### src/rtl/audio_decimator.sv
// rtl/audio_decimator.sv - accumulate-and-dump decimating averager ahead of the audio PWM stage
//
// Averages 2^k consecutive offset-binary samples and emits one floor-averaged
// sample per window. The output is held between updates.
//
// Ports:
//   clk        system clock
//   reset      synchronous reset, active-low
//   in_valid   qualifies in_sample for one clk
//   in_sample  input sample, unsigned offset-binary
//   rate_sel   k = log2 of decimation factor (clamped to MAX_LOG2N)
//   out_sample registered averaged sample, held between updates
//   out_valid  one-clk pulse when out_sample updates
//   busy       high while a window is partially filled

module audio_decimator #(
  parameter int WIDTH     = 8,
  parameter int MAX_LOG2N = 7
) (
  input  logic             clk,
  input  logic             reset,
  input  logic             in_valid,
  input  logic [WIDTH-1:0] in_sample,
  input  logic [2:0]       rate_sel,
  output logic [WIDTH-1:0] out_sample,
  output logic             out_valid,
  output logic             busy
);

  localparam int AW = WIDTH + MAX_LOG2N;
  localparam int CW = (MAX_LOG2N > 0) ? MAX_LOG2N : 1;

  logic [3:0]    rate_ext;
  logic [2:0]    rate_clamped;
  logic [2:0]    k_q;
  logic [AW-1:0] acc;
  logic [AW-1:0] sum;
  logic [CW-1:0] count;
  logic [CW-1:0] last_count;
  logic          dump;

  // Widened before comparing so the clamp stays meaningful for any MAX_LOG2N.
  always_comb begin
    rate_ext = {1'b0, rate_sel};
    if (rate_ext > 4'(MAX_LOG2N)) begin
      rate_clamped = 3'(MAX_LOG2N);
    end else begin
      rate_clamped = rate_sel;
    end
  end

  // The sum includes the sample being presented, so the dump result covers
  // all N samples of the window without an extra cycle.
  assign sum        = acc + AW'(in_sample);
  assign last_count = CW'((32'd1 << k_q) - 32'd1);
  assign dump       = in_valid && (count == last_count);
  assign busy       = (count != '0);

  always_ff @(posedge clk) begin
    if (!reset) begin
      acc        <= '0;
      count      <= '0;
      k_q        <= rate_clamped;
      out_sample <= WIDTH'(1 << (WIDTH - 1));
      out_valid  <= 1'b0;
    end else begin
      out_valid <= 1'b0;
      if (dump) begin
        out_sample <= WIDTH'(sum >> k_q);
        out_valid  <= 1'b1;
        acc        <= '0;
        count      <= '0;
        // Rate changes take effect only at a window boundary.
        k_q        <= rate_clamped;
      end else if (in_valid) begin
        acc   <= sum;
        count <= count + CW'(1);
      end
    end
  end

endmodule

### config.mk
export PLATFORM = sky130hd
export DESIGN_NAME = audio_decimator
export DESIGN_NICKNAME = d
export VERILOG_FILES = /design/src/rtl/audio_decimator.sv
export SDC_FILE = /design/constraint.sdc
export NUM_CORES = 1
export LEC_CHECK = 0
export CORE_ASPECT_RATIO = 1.5
export CORE_MARGIN = 2
export CORE_UTILIZATION = 35
export DETAILED_ROUTE_END_ITERATION = 10
export MAX_ROUTING_LAYER = met4
export PLACE_DENSITY = 0.59
export SKIP_LAST_GASP = 1
export SLEW_MARGIN = 15
export SYNTH_ARGS = -nofsm -noshare
export SYNTH_HDL_FRONTEND = slang
export SYNTH_SLANG_ARGS = --single-unit
### constraint.sdc
create_clock -name clk -period 7.8 [get_ports clk]
set_clock_uncertainty 0.15 [all_clocks]
set_input_delay 0.78 -clock clk [delete_from_list [all_inputs] [get_ports clk]]
set_output_delay 0.78 -clock clk [all_outputs]
set_load 0.01 [all_outputs]
# Yosys cells after proc, flatten, opt, wreduce, memory -nomap -nowiden
# Index checks and enable logic that the tools add are counted.
[word_totals]
reg_bits = 34
elab_cells = 19
[op_classes]
reduce_logical = 3
mux = 3
shift = 2
eq_ne = 2
n_bitwise = 1
addsub = 3
[ops]
columns = ["operator", "count"]
rows = [
  ["$add A15 B8 Y15", 1],
  ["$shr A15 B3 Y8", 1],
  ["$add A7 B1 Y7 const B", 1],
  ["$eq A7 B7 Y1", 1],
  ["$reduce_bool A7 Y1", 1],
  ["$shl A1 B3 Y7 const A", 1],
  ["$sub A7 B1 Y7 const B", 1],
  ["$mux W3", 2],
  ["$ne A2 B1 Y1 const B", 1],
  ["$reduce_or A2 Y1", 1],
  ["$logic_and A1 B1 Y1", 1],
  ["$mux W1", 1],
  ["$not A1 Y1", 1],
]

# Longest topological paths before layout
# Gate-level depths: netlist (run 1).
[logic_depth]
word_depth = 6
depth_mapped = 14

# Least setup slack after synthesis (run 1)
# Ideal clock, no wire load.
[synth_path]
path_kind = "register to register"
startpoint = "reg k_q[0]"
endpoint = "reg k_q[0] (enable)"
arrival_ps = 2933
period_less_slack_ps = 3379
slack_ps = 4421
path_stages_with_launch = 14
required_ps = 7354
setup_ps = 296
path_cell_list = "edfxtp_1 buf_2 inv_1 buf_1 nor2_1 nand2_1 ha_1 or4bb_1 o21ai_0 a221oi_1 or4_4 buf_6 nand2_4 buf_6"
[synth_between]
elab_chain_len = 5
[synth_rtl]
columns = ["item", "line_no", "source"]
rows = [
  ["start: declaration", "35", "logic [2:0] k_q;"],
  ["start signal: assignment", "63", "k_q <= rate_clamped;"],
  ["start signal: assignment", "74", "k_q <= rate_clamped;"],
  ["$shl A1 B3 Y7", "55", "assign last_count = CW'((32'd1 << k_q) - 32'd1);"],
  ["$sub A7 B1 Y7", "55", ""],
  ["$eq A7 B7 Y1", "56", "assign dump = in_valid && (count == last_count);"],
  ["$logic_and A1 B1 Y1", "56", ""],
  ["$ne A2 B1 Y1 (no source line)", "-", ""],
]
# No other way between the ends.
# A chain may end at the register's enable or synchronous reset.

# Final worst setup path (run 1)
[layout_path]
startpoint = "reg k_q[0]"
endpoint = "reg out_sample[6]"
[layout_between]
elab_chain_len = 4
word_cells_on_any_way = 5
cone_classes = "add/sub (1); eq/ne (1); shift (2); reduce/logical (1)"
[layout_rtl]
columns = ["item", "line_no", "source"]
rows = [
  ["$shl A1 B3 Y7", "55", ""],
  ["$sub A7 B1 Y7", "55", ""],
  ["$eq A7 B7 Y1", "56", ""],
  ["$logic_and A1 B1 Y1", "56", ""],
  ["end signal: assignment", "64", "out_sample <= WIDTH'(1 << (WIDTH - 1));"],
  ["end signal: assignment", "69", "out_sample <= WIDTH'(sum >> k_q);"],
  ["end: declaration", "25", "output logic [WIDTH-1:0] out_sample,"],
]
# Parallel ways exist; a longest one is shown, timed or not.

==> results of run 1 <==
==> power breakdown <==
group,switching (W),internal [W]
registers,0.00000807,0.000185
logic,0.0000873,0.0000603
clock network,0.0000719,0.000128
==> registers in the layout, indices dropped and copies added (netlist names) <==
register,count
out_sample,8
out_valid,1
count,7
acc,15
k_q,3
==> metrics by stage <==
stage               instance area, sq um  hold WS [ns]  setup WS, ns
floorplan                           2530         0.313          4.42
global placement                    2760         0.303          3.94
detailed placement                  2760         0.307          3.95
CTS                                 2890         0.320          4.04
global route                        2890         0.355          3.81
finish                              2890         0.317          4.10
==> cell usage after synthesis, drive strengths merged, types with 10 or more instances <==
cell type / instances
nor2: 44
nand2: 26
a211oi: 10
o21ai: 10
clkbuf: 14
xnor2: 14
inv: 10
ha: 11
a21oi: 15
xor2: 15
dfxtp: 31
mux2i: 11
==> area by class of cell <==
| type | instances | area (sq um) | share of cell area |
|---|---|---|---|
| Clock inverter | 3 | 68.8 | 0.0238 |
| Timing Repair Buffer | 25 | 245 | 0.0848 |
| Clock buffer | 5 | 68.8 | 0.0238 |
| Sequential cell | 34 | 711 | 0.246 |
| Inverter | 11 | 41.3 | 0.0143 |
| Multi-Input combinational cell | 241 | 1660 | 0.573 |
| Tap cell | 80 | 100 | 0.0346 |
==> worst register-to-register path, stage by stage (launching register included) <==
cell	delay, ns
sky130_fd_sc_hd__edfxtp_1	0.33
sky130_fd_sc_hd__buf_4	0.30
sky130_fd_sc_hd__inv_1	0.34
sky130_fd_sc_hd__nor2_1	0.27
sky130_fd_sc_hd__nand2_1	0.09
sky130_fd_sc_hd__ha_1	0.25
sky130_fd_sc_hd__or3b_1	0.41
sky130_fd_sc_hd__a21boi_0	0.20
sky130_fd_sc_hd__a221oi_1	0.15
sky130_fd_sc_hd__or4_4	0.58
sky130_fd_sc_hd__nand2_4	0.31
sky130_fd_sc_hd__inv_2	0.04
sky130_fd_sc_hd__a32o_1	0.20
==> metal layers <==
| layer | vias up | global-route usage | routed length, um |
|---|---|---|---|
| met2 | 38 | 0.288 | 3240 |
| met1 | 1063 | 0.188 | 2560 |
| met4 | 0 | 0.0727 | 137 |
| met3 | 9 | 0.0261 | 144 |
| li1 | 1139 | - | - |
| met5 | - | - | 0 |
==> kinds of logic (layout without fill, tap and decap cells) <==
group                      count (synthesis)  count (layout)  share of synthesized area
AOI/OAI and AO/OA                         76              76                      0.219
xor gates and xnor gates                  29              29                      0.100
muxes                                     12              12                     0.0524
adders and majority gates                 12              12                     0.0623
buffers and inverters                     34              44                     0.0647
DFF                                       34              34                      0.281
and+or+nand+nor                          112             112                      0.221
==> final timing paths <==
kind | endpoint | depth (start not counted) | start | slack [ns]
setup / recovery | out_sample[6] | 12 | k_q[0] | 4.10
hold / removal | out_sample[2] | 2 | out_sample[2] | 0.32
setup reg to reg | out_sample[6] | 12 | k_q[0] | 4.10
hold reg to reg | out_sample[2] | 2 | out_sample[2] | 0.32
==> metrics.yaml, run 1 <==
routing:
  route.vias.total: 2249
  drtIter0Drc: 128
  drtAntennaViolNets: 0
  route.detailed.wl_per_inst_um: 15.2
  detail_route.vias_per_cell: 5.64
  routed_wl_mm: 6.08
  drc: 0
  firstDrtPassIters: 4
cells_and_area:
  layout.cells.most_common_list: "44 x sky130_fd_sc_hd__nor2_1, 31 x sky130_fd_sc_hd__dfxtp_1, 25 x sky130_fd_sc_hd__nand2_1, 23 x sky130_fd_sc_hd__clkdlybuf4s50_1, 15 x sky130_fd_sc_hd__xor2_1"
  fill_cells: 754
  layout.nets: 344
  drive_gt1_frac: 0.0658
  insertedDiodeCount: 0
  final-instance-count-excl-fill: 399
  final_common_cell: "sky130_fd_sc_hd__nor2_1"
  layout.core_utilization: 0.406
  syn2layout_area_growth_pct: 14.2
global_routing:
  via_count_of_the_first_global_routing_pass: 2174
  wire_length_of_the_first_global_routing_pass_mm: 10.2
  antenna_found_initial: 0
  total_routing_resource_utilization_after_global_routing: 0.167
  grt_overflow_total: 0
  grt_start_max_net_pins: 33
job:
  count_of_max_cap_constraint_violations: 0
critical_path:
  worstPathRequired_ns: 7.84
  critPathKind: "reg2reg"
  cp_slowest_stage_delay_ns: 0.58
  crit_buf_inv: 3
  worstSetupStartpointType: "register"
  worst_ep_arrival_time_ns: 3.74
  worst-path-max-fanout: 32
  cpLargestDelayFamily: "simple AND/OR/NAND/NOR gates"
  critical_path.cell_chain: "buf_4 -> inv_1 -> nor2_1 -> nand2_1 -> ha_1 -> or3b_1 -> a21boi_0 -> a221oi_1 -> or4_4 -> nand2_4 -> inv_2 -> a32o_1"
  critPathCaptureType: "register"
  cp_slowest_cell: "sky130_fd_sc_hd__or4_4"
timing:
  final_max_slew_viol_count: 0
  slew-limit-headroom: 0.369
  final-hold-violation-count: 0
  timing.final.crit_period_ns: 3.70
  fin_tns_setup_ns: 0
  setup_viol: 0
  setup_repair_after_global_routing_missed_its_margin: "no"
  period_share: 0.475
  timing_worst_slew_pin_value_ns: 0.943
  max_frequency_ghz: 0.270
placed_design:
  port_buffers: 23
  place_congestion: 0.890
  hpwl_mm: 4.47
  dp_cells: 391
synth:
  yosys_warnings: 0
  synth_flop_cell: "sky130_fd_sc_hd__dfxtp_1"
  yosysTopAreaCell: "sky130_fd_sc_hd__dfxtp_1"
  async_reset_ff_frac: 0
  synth_enable_flop_cells: 3
  netlist.area_leader.share: 0.245
  netlist_top_cells_area: "sky130_fd_sc_hd__dfxtp_1 25%, sky130_fd_sc_hd__nor2_1 6.5%, sky130_fd_sc_hd__ha_1 5.4%"
  synth_fp_nets: 335
  yosysUniqueCellTypes: 63
  register_area_share_after_synthesis: 0.281
  synthesis.area_per_instance_sq_um: 8.20
  syn-instance-count: 309
  syn-cell-area_sq_um: 2530
  synth.ff_latch_count: 34
clock_tree:
  post_cts_hold_buffer_count: 0
  cts_root_buf: "sky130_fd_sc_hd__clkbuf_8"
  post_cts.repair.setup_buffers: 0
  clock_sinks: 34
  post_cts.resized_instances: 0
  h-tree-depth: 2
  clkLatencyLatePin_ns: 0.29
  tritoncts: "done"
  clk_pin_slew_ns: 0.08
  numCtsBuffers: 5
  clock_tree.buffer_depth: 2
power_and_ir_drop:
  max-vdd-ir-drop_mv: 0.0777
  p_per_area_nw_per_um2: 187
  finalPower_w: 0.000541
  cellLeakagePower_nw: 1.04
floorplanning:
  die_width_um: 73.5
  die_area_sq_um: 7950
  floorplan.initialDensity: 0.355
  num_io_pins: 24
  coreArea_sq_um: 7130
  rows: 38
  die_height_um: 108
outcome:
  status: "completed"
hold_path:
  worst_hold_path_type: "reg2reg"
Note: power is estimated with default switching activity, not from simulation.
==> run 2: changes to the inputs <==
==> constraint.sdc (replaced) <==
create_clock -name clk -period 3.71 [get_ports clk]
set_clock_uncertainty 0.15 [all_clocks]
set_input_delay 0.371 -clock clk [delete_from_list [all_inputs] [get_ports clk]]
set_output_delay 0.371 -clock clk [all_outputs]
set_load 0.01 [all_outputs]
==> run 2 against run 1 <==
  * Cell area increased by 0.65%
  * Combinational power rose by 120%
  * Highest routed layer unchanged
  * Non-clock buffer count is 10 higher
  * Sequential cell count did not move
==> metrics.yaml, run 2 (same netlist as run 1, synthesis figures left out) <==
outcome:
  status: "completed"  # unchanged
clock_tree:
  numCtsBuffers: 5  # unchanged
  tritoncts: "done"  # unchanged
  clock_tree.buffer_depth: 2  # unchanged
  clkLatencyLatePin_ns: 0.29  # about the same
  clock_sinks: 34  # unchanged
  post_cts_hold_buffer_count: 0  # unchanged
  clk_pin_slew_ns: 0.07  # was 0.08 ns
  h-tree-depth: 2  # unchanged
  post_cts.repair.setup_buffers: 0  # unchanged
  cts_root_buf: "sky130_fd_sc_hd__clkbuf_8"  # unchanged
  post_cts.resized_instances: 0  # unchanged
timing:
  slew-limit-headroom: 0.599  # was 0.369
  setup_repair_after_global_routing_missed_its_margin: "no"  # unchanged
  setup_viol: 0  # unchanged
  fin_tns_setup_ns: 0  # unchanged
  timing_worst_slew_pin_value_ns: 0.597  # was 0.943 ns
  period_share: 0.890  # was 0.475
  final-hold-violation-count: 0  # unchanged
  timing.final.crit_period_ns: 3.30  # was 3.70 ns
  max_frequency_ghz: 0.303  # was 0.270 GHz
  final_max_slew_viol_count: 0  # unchanged
placed_design:
  hpwl_mm: 4.78  # was 4.47 mm
  dp_cells: 401  # was 391
  place_congestion: 0.826  # was 0.890
  port_buffers: 23  # unchanged
cells_and_area:
  biggest_regs: "acc: 15 flops, out_sample: 8 flops, count: 7 flops"  # unchanged
  layout.nets: 354  # was 344
  largest_register: "acc"  # unchanged
  combined_area_of_the_multi_input_logic_cells_sq_um: 1660  # unchanged
  insertedDiodeCount: 0  # unchanged
  drive_gt1_frac: 0.0881  # was 0.0658
  syn2layout_area_growth_pct: 15.0  # was 14.2%
  layout.cells.most_common_list: "44 x sky130_fd_sc_hd__nor2_1, 31 x sky130_fd_sc_hd__dfxtp_1, 25 x sky130_fd_sc_hd__nand2_1, 23 x sky130_fd_sc_hd__clkdlybuf4s50_1, 15 x sky130_fd_sc_hd__xor2_1"  # unchanged
  fill_cells: 727  # was 754
  max_ffs_per_register: 15  # unchanged
  final-instance-count-excl-fill: 409  # was 399
  register_area_sq_um: 711  # unchanged
  final_common_cell: "sky130_fd_sc_hd__nor2_1"  # unchanged
global_routing:
  wire_length_of_the_first_global_routing_pass_mm: 10.9  # was 10.2 mm
  grt_overflow_total: 0  # unchanged
  antenna_found_initial: 0  # unchanged
  grt.met2_usage: 0.293  # was 0.288
  total_routing_resource_utilization_after_global_routing: 0.181  # was 0.167
  via_count_of_the_first_global_routing_pass: 2224  # was 2174
  grt_start_max_net_pins: 26  # was 33
  grt_busiest_layer: "met2"  # unchanged
  met3_usage: 0.0336  # was 0.0261
  grt.met1_usage: 0.210  # was 0.188
critical_path:
  r2r_slack_ns: 0.41  # was 4.10 ns
  critPathCaptureType: "register"  # unchanged
  worst_ep_arrival_time_ns: 3.34  # was 3.74 ns
  worst-path-max-fanout: 24  # was 32
  critPathKind: "reg2reg"  # unchanged
  worstPathRequired_ns: 3.75  # was 7.84 ns
  worstSetupStartpointType: "register"  # unchanged
power_and_ir_drop:
  internal_power_w: 0.000654  # was 0.000373 W
  total_switching_power_w: 0.000343  # was 0.000167 W
  cellLeakagePower_nw: 1.06  # was 1.04 nW
  power.share.clock: 0.269  # was 0.370
  combinational_cell_fraction_of_total_power: 0.324  # was 0.273
  p_per_area_nw_per_um2: 343  # was 187 nW/um^2
  max-vdd-ir-drop_mv: 0.107  # was 0.0777 mV
  share_of_power_burned_in_registers: 0.407  # was 0.357
  switching_share: 0.344  # was 0.309
  finalPower_w: 0.000997  # was 0.000541 W
routing:
  firstDrtPassIters: 4  # unchanged
  drtAntennaViolNets: 0  # unchanged
  route.detailed.wl_per_inst_um: 15.5  # was 15.2 um
  routed_wl_mm: 6.36  # was 6.08 mm
  drtIter0Drc: 135  # was 128
  drc: 0  # unchanged
  route.vias.total: 2273  # was 2249
  detail_route.vias_per_cell: 5.56  # was 5.64
job:
  count_of_max_cap_constraint_violations: 0  # unchanged
floorplanning:
  rows: 38  # unchanged
  coreArea_sq_um: 7130  # unchanged
  die_width_um: 73.5  # unchanged
  num_io_pins: 24  # unchanged
  die_area_sq_um: 7950  # unchanged
  floorplan.initialDensity: 0.355  # unchanged
  die_height_um: 108  # unchanged
hold_path:
  worst_hold_path_type: "reg2reg"  # unchanged
-- run 2: worst paths after layout --
kind | start | to | cells after the start
max | k_q[1] | count[2] | 9
min | out_sample[2] | out_sample[2] | 2
max reg2reg | k_q[1] | count[2] | 9
min reg2reg | out_sample[2] | out_sample[2] | 2
-- run 2: area by class of cell --
class | instances | share of cell area
flip-flops and latches | 34 | 0.244
inverters | 11 | 0.0142
clock buffers | 6 | 0.0249
well taps | 80 | 0.0344
clock inverters | 2 | 0.00301
multi-input cells | 241 | 0.569
repair buffers | 35 | 0.110
-- run 2: worst max-delay path, cell delays in order (launching register included) --
cell                       delay (ns)
sky130_fd_sc_hd__edfxtp_1        0.54
sky130_fd_sc_hd__or3_4           0.39
sky130_fd_sc_hd__ha_1            0.26
sky130_fd_sc_hd__or3b_1          0.40
sky130_fd_sc_hd__o31ai_1         0.21
sky130_fd_sc_hd__a21oi_1         0.11
sky130_fd_sc_hd__or4_4           0.59
sky130_fd_sc_hd__nand2_4         0.29
sky130_fd_sc_hd__buf_4           0.20
sky130_fd_sc_hd__nor2_1          0.04
-- run 2: power groups by stage --
stage | sequential, W | clock (W) | combinational, W
2_1_floorplan | 0.000407 | 0 | 0.000241
3_3_place_gp | 0.000414 | 0 | 0.000318
3_5_place_dp | 0.000414 | 0 | 0.000321
4_1_cts | 0.000406 | 0.000280 | 0.000322
5_1_grt | 0.000409 | 0.000297 | 0.000363
6_report | 0.000406 | 0.000268 | 0.000323
-- run 2: metrics by stage --
stage | utilization | hold slack (ns) | cell area (sq um) | setup slack (ns)
floorplan | - | 0.313 | 2530 | 0.331
CTS | 0.408 | 0.318 | 2910 | 0.398
global placement | 0.397 | 0.300 | 2830 | 0.265
global route | 0.408 | 0.349 | 2910 | 0.191
detailed placement | 0.397 | 0.306 | 2830 | 0.280
finish | 0.408 | 0.313 | 2910 | 0.407
-- run 2: per-layer routing --
| metal | vias to the layer above | part of all wire |
|---|---|---|
| met5 | - | 0 |
| met3 | 11 | 0.033 |
| met1 | 1059 | 0.41 |
| met2 | 48 | 0.52 |
| li1 | 1155 | - |
| met4 | 0 | 0.031 |
==> run 3: changes to the inputs <==
--- a/config.mk
+++ b/config.mk
@@ -7,10 +7,11 @@
 export LEC_CHECK = 0
 export CORE_ASPECT_RATIO = 1.5
 export CORE_MARGIN = 2
-export CORE_UTILIZATION = 35
+export CORE_UTILIZATION = 58
 export DETAILED_ROUTE_END_ITERATION = 10
+export HOLD_SLACK_MARGIN = 0.12
 export MAX_ROUTING_LAYER = met4
-export PLACE_DENSITY = 0.59
+export PLACE_DENSITY = 0.87
 export SKIP_LAST_GASP = 1
 export SLEW_MARGIN = 15
 export SYNTH_ARGS = -nofsm -noshare
==> run 3 against run 2 <==
  * Maximum frequency rose by 1.8%
  * Count of clock-buffer cells in the layout rose by 2
  * Clock power rose by 25%
  * Register-to-register slack improved by 0.06 ns
  * Power rose by 7.2%
  * Utilization rose by 28 points
  * Via count rose by 6.3%
  * Cell count fell by 8.1%
  * Largest power group unchanged
==> metrics.yaml, run 3 (same netlist as run 1, synthesis figures left out) <==
outcome:
  status: "completed"  # unchanged
clock_tree:
  tritoncts: "done"  # unchanged
  clock_sinks: 34  # unchanged
  post_cts_hold_buffer_count: 0  # unchanged
  clkLatencyLatePin_ns: 0.30  # was 0.29 ns
  numCtsBuffers: 5  # unchanged
  clk_pin_slew_ns: 0.07  # about the same
  post_cts.repair.setup_buffers: 0  # unchanged
  post_cts.resized_instances: 0  # unchanged
  h-tree-depth: 2  # unchanged
  cts_root_buf: "sky130_fd_sc_hd__clkbuf_8"  # unchanged
  clock_tree.buffer_depth: 2  # unchanged
critical_path:
  worstPathRequired_ns: 3.75  # about the same
  timing.critical_path.from: "k_q[0]"  # was k_q[1]
  critPathCaptureType: "register"  # unchanged
  worst_ep_arrival_time_ns: 3.29  # was 3.34 ns
  crit_buf_inv: 1  # unchanged
  cp_slowest_stage_delay_ns: 0.61  # was 0.59 ns
  worstSetupStartpointType: "register"  # unchanged
  cp_slowest_cell: "sky130_fd_sc_hd__or4_4"  # unchanged
  worst_r2r_startpoint: "k_q[0]"  # was k_q[1]
  reg2reg_to: "acc[11]"  # was count[2]
  critPathKind: "reg2reg"  # unchanged
  r2r_slack_ns: 0.47  # was 0.41 ns
  timing.reg2reg.worst_path_depth: 9  # unchanged
  cpLargestDelayFamily: "simple AND/OR/NAND/NOR gates"  # unchanged
  worst-path-max-fanout: 18  # was 24
  critical_path.cell_chain: "or3_4 -> ha_1 -> or3b_1 -> o31ai_1 -> a21oi_1 -> or4_4 -> nand2_4 -> buf_4 -> nor2_1"  # unchanged
cells_and_area:
  largest_register: "acc"  # unchanged
  syn2layout_area_growth_pct: 14.7  # was 15.0%
  final_common_cell: "sky130_fd_sc_hd__nor2_1"  # unchanged
  biggest_regs: "acc: 15 flops, out_sample: 8 flops, count: 7 flops"  # unchanged
  max_ffs_per_register: 15  # unchanged
  layout.cells.most_common_list: "44 x sky130_fd_sc_hd__nor2_1, 31 x sky130_fd_sc_hd__dfxtp_1, 25 x sky130_fd_sc_hd__nand2_1, 23 x sky130_fd_sc_hd__clkdlybuf4s50_1, 15 x sky130_fd_sc_hd__xor2_1"  # unchanged
  layout.nets: 355  # was 354
  insertedDiodeCount: 0  # unchanged
  drive_gt1_frac: 0.0970  # was 0.0881
timing:
  timing_worst_slew_pin_value_ns: 0.524  # was 0.597 ns
  finalWorstSetupSlack_ns: 0.466  # was 0.407 ns
  setup_repair_after_global_routing_missed_its_margin: "no"  # unchanged
  period_share: 0.875  # was 0.890
  final-hold-violation-count: 0  # unchanged
  max_frequency_ghz: 0.308  # was 0.303 GHz
  timing.final.crit_period_ns: 3.24  # was 3.30 ns
  slew-limit-headroom: 0.649  # was 0.599
  final_max_slew_viol_count: 0  # unchanged
  fin_worst_hold_slack_ns: 0.309  # was 0.313 ns
  setup_viol: 0  # unchanged
  fin_tns_setup_ns: 0  # unchanged
hold_path:
  worst_hold_path_type: "reg2reg"  # unchanged
  min_from: "out_sample[2]"  # unchanged
  destination_of_the_worst_hold_path: "out_sample[2]"  # unchanged
  worst_hold_path.num_cells: 2  # unchanged
global_routing:
  grt_overflow_total: 0  # unchanged
  total_routing_resource_utilization_after_global_routing: 0.287  # was 0.181
  grt_start_max_net_pins: 21  # was 26
  via_count_of_the_first_global_routing_pass: 2443  # was 2224
  antenna_found_initial: 0  # unchanged
  wire_length_of_the_first_global_routing_pass_mm: 10.8  # was 10.9 mm
floorplanning:
  die_area_sq_um: 4920  # was 7950 sq um
  floorplan.initialDensity: 0.602  # was 0.355
  rows: 29  # was 38
  num_io_pins: 24  # unchanged
  die_width_um: 58.0  # was 73.5 um
  die_height_um: 84.9  # was 108 um
  coreArea_sq_um: 4210  # was 7130 sq um
routing:
  route.vias.total: 2417  # was 2273
  drtIter0Drc: 145  # was 135
  routed_wl_mm: 6.34  # was 6.36 mm
  drtAntennaViolNets: 0  # unchanged
  firstDrtPassIters: 4  # unchanged
  drc: 0  # unchanged
  route.detailed.wl_per_inst_um: 16.8  # was 15.5 um
  detail_route.vias_per_cell: 6.43  # was 5.56
power_and_ir_drop:
  max-vdd-ir-drop_mv: 0.354  # was 0.107 mV
  cellLeakagePower_nw: 1.08  # was 1.06 nW
  finalPower_w: 0.00107  # was 0.000997 W
  p_per_area_nw_per_um2: 368  # was 343 nW/um^2
placed_design:
  place_congestion: 0.897  # was 0.826
  dpl_ws_ns: 0.341  # was 0.280 ns
  hpwl_mm: 4.54  # was 4.78 mm
  port_buffers: 23  # unchanged
job:
  count_of_max_cap_constraint_violations: 0  # unchanged
==> run 3: worst max-delay path by stage <==
| stage | slack, ns | cells after the start | to |
|---|---|---|---|
| floorplan | 0.33 | 13 | k_q[0] |
| global placement | 0.37 | 10 | out_sample[5] |
| detailed placement | 0.34 | 10 | out_sample[5] |
| CTS | 0.46 | 9 | acc[4] |
| global route | 0.32 | 10 | out_sample[5] |
| finish | 0.47 | 9 | acc[11] |
==> run 3: worst min-delay path: cells and delay by family, from the launching register on <==
kind                   cells  cell delay [ns]
buffers and inverters      1             0.05
flip-flops                 1             0.31
AO/OA/AOI/OAI              1             0.05
==> run 3: metrics by stage <==
stage / area [sq um] / utilization / instances
global route: 2910 / 0.690 / 376
detailed placement: 2800 / 0.664 / 368
floorplan: 2530 / - / 309
global placement: 2800 / 0.664 / 368
finish: 2910 / 0.690 / 376
CTS: 2910 / 0.690 / 376
==> run 3: power breakdown <==
part	internal (W)	switching, W	total, W
clock network	0.000188	0.000146	0.000334
logic	0.000139	0.000192	0.000331
registers	0.000389	0.0000161	0.000405
total	0.000715	0.000355	0.00107
==> run 3: metal layers <==
layer | share of wire | routed length, um | track usage | vias up
met3 | 0.042 | 269 | 0.0534 | 26
met2 | 0.53 | 3330 | 0.494 | 72
met5 | 0 | 0 | - | -
li1 | - | - | - | 1162
met1 | 0.39 | 2460 | 0.286 | 1157
met4 | 0.043 | 273 | 0.190 | 0
==> run 3: layout make-up <==
cell class / instances / area [sq um]
Clock buffer: 8 / 110
Fill cell: 348 / 1300
Inverter: 11 / 41.3
Multi-Input combinational cell: 241 / 1660
Sequential cell: 34 / 711
Tap cell: 46 / 57.6
Timing Repair Buffer: 36 / 328
